### src/rtl/pa_core_exu_div_pkg.sv
// pa_core_exu_div_pkg: shared constants and FSM encoding for the iterative divider.
package pa_core_exu_div_pkg;
    localparam int PA_DATA_BUS_WIDTH = 32;
    localparam int DIV_ITER          = 32;
    localparam int DIV_CNT_W         = 6;
    typedef enum logic [1:0] {
        DIV_IDLE = 2'd0,
        DIV_CALC = 2'd1,
        DIV_DONE = 2'd2
    } div_state_e;
endpackage

### src/rtl/pa_core_exu_div_step.sv
// pa_core_exu_div_step: one radix-2 restoring step (shift in dividend bit, trial subtract, select).
module pa_core_exu_div_step #(
    parameter int W = 32
) (
    input  logic [W:0]   rem_i,
    input  logic         dvd_msb_i,
    input  logic [W-1:0] dvs_i,
    output logic [W:0]   rem_o,
    output logic         q_bit_o
);
    logic [W+1:0] shifted;
    logic [W+1:0] diff;
    always_comb begin
        shifted = {rem_i, dvd_msb_i};
        diff    = shifted - {2'b00, dvs_i};
        q_bit_o = ~diff[W+1];
        rem_o   = q_bit_o ? diff[W:0] : shifted[W:0];
    end
endmodule

### src/rtl/pa_core_exu_div.sv
// pa_core_exu_div: multi-cycle signed/unsigned divider, fixed 33-cycle latency,
// with one-cycle shortcuts for divide-by-zero and signed overflow.
module pa_core_exu_div
    import pa_core_exu_div_pkg::*;
#(
    parameter int DATA_BUS_WIDTH = PA_DATA_BUS_WIDTH
) (
    input  logic                      clk_i,
    input  logic                      rst_n_i,
    input  logic                      start_i,
    input  logic                      kill_i,
    input  logic [DATA_BUS_WIDTH-1:0] data1_i,
    input  logic [DATA_BUS_WIDTH-1:0] data2_i,
    input  logic                      sign_i,
    input  logic                      rem_i,
    output logic                      busy_o,
    output logic                      valid_o,
    output logic [DATA_BUS_WIDTH-1:0] data_o
);
    localparam int W = DATA_BUS_WIDTH;
    localparam logic [DIV_CNT_W-1:0] LAST = DIV_CNT_W'(DIV_ITER - 1);

    div_state_e           state_q, state_d;
    logic [DIV_CNT_W-1:0] cnt_q, cnt_d;
    logic [W:0]           rem_q, rem_d;
    logic [W-1:0]         quo_q, quo_d;
    logic [W-1:0]         dvs_q, dvs_d;
    logic [W-1:0]         data_q, data_d;
    logic                 qsign_q, qsign_d;
    logic                 rsign_q, rsign_d;
    logic                 remsel_q, remsel_d;

    logic [W:0]   step_rem;
    logic         step_q;
    logic [W-1:0] dvd_mag, dvs_mag;
    logic         div_zero, sovf;

    pa_core_exu_div_step #(.W(W)) u_step (
        .rem_i     (rem_q),
        .dvd_msb_i (quo_q[W-1]),
        .dvs_i     (dvs_q),
        .rem_o     (step_rem),
        .q_bit_o   (step_q)
    );

    assign dvd_mag  = (sign_i && data1_i[W-1]) ? -data1_i : data1_i;
    assign dvs_mag  = (sign_i && data2_i[W-1]) ? -data2_i : data2_i;
    assign div_zero = data2_i == '0;
    assign sovf     = sign_i && data1_i == {1'b1, {(W-1){1'b0}}} && &data2_i;

    always_comb begin
        state_d  = state_q;
        cnt_d    = cnt_q;
        rem_d    = rem_q;
        quo_d    = quo_q;
        dvs_d    = dvs_q;
        qsign_d  = qsign_q;
        rsign_d  = rsign_q;
        remsel_d = remsel_q;
        data_d   = '0;
        case (state_q)
            DIV_IDLE: if (start_i) begin
                // The dividend magnitude sits in the quotient register and shifts out MSB-first.
                quo_d    = dvd_mag;
                dvs_d    = dvs_mag;
                rem_d    = '0;
                cnt_d    = '0;
                qsign_d  = sign_i & (data1_i[W-1] ^ data2_i[W-1]);
                rsign_d  = sign_i & data1_i[W-1];
                remsel_d = rem_i;
                state_d  = (div_zero || sovf) ? DIV_DONE : DIV_CALC;
                data_d   = div_zero ? (rem_i ? data1_i : '1) :
                           sovf     ? (rem_i ? '0 : {1'b1, {(W-1){1'b0}}}) : '0;
            end
            DIV_CALC: begin
                rem_d = step_rem;
                quo_d = {quo_q[W-2:0], step_q};
                cnt_d = cnt_q + 1'b1;
                if (cnt_q == LAST) begin
                    state_d = DIV_DONE;
                    data_d  = remsel_q ? (rsign_q ? -step_rem[W-1:0] : step_rem[W-1:0])
                                       : (qsign_q ? -quo_d : quo_d);
                end
            end
            default: state_d = DIV_IDLE;
        endcase
        if (kill_i) begin
            state_d = DIV_IDLE;
            data_d  = '0;
        end
    end

    always_ff @(posedge clk_i) begin
        if (!rst_n_i) begin
            state_q  <= DIV_IDLE;
            cnt_q    <= '0;
            rem_q    <= '0;
            quo_q    <= '0;
            dvs_q    <= '0;
            data_q   <= '0;
            qsign_q  <= 1'b0;
            rsign_q  <= 1'b0;
            remsel_q <= 1'b0;
        end else begin
            state_q  <= state_d;
            cnt_q    <= cnt_d;
            rem_q    <= rem_d;
            quo_q    <= quo_d;
            dvs_q    <= dvs_d;
            data_q   <= data_d;
            qsign_q  <= qsign_d;
            rsign_q  <= rsign_d;
            remsel_q <= remsel_d;
        end
    end

    assign busy_o  = state_q != DIV_IDLE;
    assign valid_o = state_q == DIV_DONE;
    assign data_o  = data_q;
endmodule

### config.mk
export PLATFORM = sky130hd
export DESIGN_NAME = pa_core_exu_div
export DESIGN_NICKNAME = d
export VERILOG_FILES = /design/src/rtl/pa_core_exu_div_pkg.sv /design/src/rtl/pa_core_exu_div_step.sv /design/src/rtl/pa_core_exu_div.sv
export SDC_FILE = /design/constraint.sdc
export NUM_CORES = 1
export LEC_CHECK = 0
export ABC_AREA = 1
export CAP_MARGIN = 20
export CORE_MARGIN = 2
export CORE_UTILIZATION = 45
export DETAILED_ROUTE_END_ITERATION = 7
export RECOVER_POWER = 100
export SLEW_MARGIN = 40
export SYNTH_ARGS = -nofsm -noshare
export SYNTH_HDL_FRONTEND = slang
export SYNTH_SLANG_ARGS = --single-unit
### constraint.sdc
create_clock -name clk_i -period 5.6 [get_ports clk_i]
set_input_delay 1.12 -clock clk_i [delete_from_list [all_inputs] [get_ports clk_i]]
set_output_delay 1.12 -clock clk_i [all_outputs]
set_load 0.005 [all_outputs]
==> impl_metrics.toml <==
[power]
cellLeakagePower_uw = 0.00649
power.density_nw_per_um2 = 218
finalPower_uw = 3010
peakVddDrop_v = 0.000171

[place]
place_congestion = 0.964
io_buffers = 103
hpwl_mm = 33.1

[critical_path]
critPathMaxStageDelay_ps = 600
crit_fanout = 5
start_kind = "input pin"
crit_chain = "dlygate4sd3_1 > inv_1 > ha_1 > nand4_1 > nor3_1 > nand3_1 > nor3_1 > nand3_1 > nor2_1 > nand4_1 > o31ai_1 > a22o_1 > inv_1 > a21oi_1"
crit_type = "input pin to flip-flop"
cp.required_ps = 5960
arrival_ps = 5180
setup.worst_path.end_class = "flip-flop"
critPathSlowestCell = "dlygate4sd3_1"

[route]
drtIter0Drc = 1261
drc = 1
dr.pass1.iters = 8
wl_per_cell_um = 17.3
totalWireLength_mm = 42.7
vias_per_cell = 5.50
route.vias.total = 13600
drtAntennaViolNets = 0

[floorplanning]
dieArea_um2 = 28000
ios = 104
std_cell_rows = 59
die_h_um = 167
fp.dieW_um = 167
core_um2 = 26100
start_util_pct = 46.0

[cells_and_area]
fill_cells = 2787
ff_latch_area_um2 = 2800
diodes = 0
syn_to_final_growth_pct = 14.9
layout_common_cells = "nand2_1 (599), inv_1 (263), nor2_1 (182), a21oi_1 (158), nand3_1 (152)"
final_common_cell = "nand2_1"
nNetsFinal = 2227
drive_gt1_share_pct = 5.44
multi_input_area_um2 = 7820

[timing]
maxSlewHeadroom_pct = 8.46
slew_viol_final = 0
min_period_ps = 4830
tightest_slew_ps = 1370
rsz0062_at_grt = "no"
timing.fmax_mhz = 207
finalSetupViolCount = 0
post-route-period-util_pct = 86.2
finalClockSkew_ps = 20.4
tns_ps = 0
finalHoldViolCount = 0

[status]
outcome = "finished with violations"
violations = "design-rule violations"

[hold_path]
hold_path_class = "flip-flop to flip-flop"

[global_routing]
grt_pass1_vias = 11900
antenna_found_initial = 3
grt_max_degree = 77
track_usage_pct = 30.1
met1_usage_pct = 44.6
met2_usage_pct = 45.7
grt_pass1_wl_mm = 66.6
met3_usage_pct = 4.44
top_usage_layer = "met2"
gr-total-overflow = 0

[flow_run]
maxCapViolCount = 0

[clock_tree]
clkTransAtPathRegs_ps = 60
clk_latency_ps = 440
h-tree-depth = 4
cts_setup_buffers = 0
root_buffer = "clkbuf_16"
cts_resized = 0
cts_tree = "yes"
numCtsBuffers = 17
hold_buffers = 0
clock-sinks = 140
clock_path_buffers = 2

[synthesis]
ys_types = 51
synth_seq_cells = 140
synth_flop_cell = "dfxtp_1"
syn_inst = 2061
postSynthNetCount = 2169
synthArstFlopShare_pct = 0
synthesis.area_um2 = 12000
synth.yosys.seq_area_share_pct = 23.3
synth_edf_count = 0
ys_warn_count = 0
syn_area_per_cell_um2 = 5.83
[layer usage]
layer / vias to the layer above / routed length, um / part of all wire, %
met5: - / 13 / 0.030
met4: 2 / 934 / 2.2
met3: 59 / 3220 / 7.5
met2: 485 / 18100 / 42
met1: 6186 / 20500 / 48
li1: 6827 / - / -
[worst max-delay path: cells and delay by family]
kind | cells | cell delay, ps
AO/OA/AOI/OAI | 3 | 890
adder cells (fa/ha/maj) | 1 | 190
buffers and inverters | 3 | 720
AND/OR/NAND/NOR | 7 | 2240
[state kept, by name (all words and copies together), names as in the netlist]
register and count:
qsign_q 1, cnt_q 6, quo_q 32, rsign_q 1, state_q 2, rem_q 33, data_o 32, remsel_q 1
dvs_q 32
[cell usage after synthesis (20+ instances only)]
master / count / area share [%]
o21ai_1: 20 / 0.83
nor2_1: 184 / 5.7
nor3_1: 30 / 1.2
xor2_1: 35 / 2.6
ha_1: 37 / 3.9
clkbuf_1: 58 / 1.8
nand4_1: 30 / 1.6
dfxtp_1: 140 / 23
a21oi_1: 158 / 6.6
a31oi_1: 42 / 2.2
inv_1: 265 / 8.3
nand3_1: 152 / 6.3
nand2_2: 22 / 1.1
nand2_1: 599 / 19
o21ai_0: 121 / 5.0
xnor2_1: 20 / 1.5
[kinds of logic after synthesis]
family	count (synthesis)	synth area share, %
AND/OR/NAND/NOR	1081	38.6
AO/OA/AOI/OAI	394	18.4
buffers and inverters	353	11.7
flip-flops	140	23.3
XOR/XNOR	55	4.01
adder cells (fa/ha/maj)	38	4.02
[worst paths after layout]
| kind | end | cells past startpoint | startpoint | slack, ps |
|---|---|---|---|---|
| max | data_o[31] | 14 | data1_i[0] | 770 |
| min | cnt_q[5] | 1 | cnt_q[5] | 470 |
| max reg2reg | data_o[30] | 25 | rem_q[6] | 1080 |
| min reg2reg | cnt_q[5] | 1 | cnt_q[5] | 470 |
[area by class of cell]
| type | count | area share (%) |
|---|---|---|
| clock inverter | 14 | 1.25 |
| clock buffer | 18 | 3.11 |
| sequential | 140 | 20.3 |
| multi-input combinational | 1568 | 56.7 |
| timing repair buffer | 119 | 8.24 |
| tap | 335 | 3.04 |
| inverter | 273 | 7.42 |
[report_power, final]
group	internal, uW	total (uW)	leakage [uW]	switching [uW]
Sequential	1040	1080	0.00114	39.1
Combinational	238	731	0.00506	492
Clock	678	1210	0.000291	529
[metrics by stage]
stage / hold WS (ps) / cell area (um^2) / worst slack [ps] / util [%] / cells
after floorplan: 437 / 12000 / 1510 / - / 2061
after global placement: 455 / 13200 / 882 / 50.7 / 2435
after detailed placement: 459 / 13200 / 865 / 50.7 / 2435
after CTS: 470 / 13800 / 1160 / 53.0 / 2467
after global routing: 501 / 13800 / 344 / 52.8 / 2467
final: 474 / 13800 / 774 / 52.8 / 2467
Note: power is estimated with default switching activity, not from simulation.
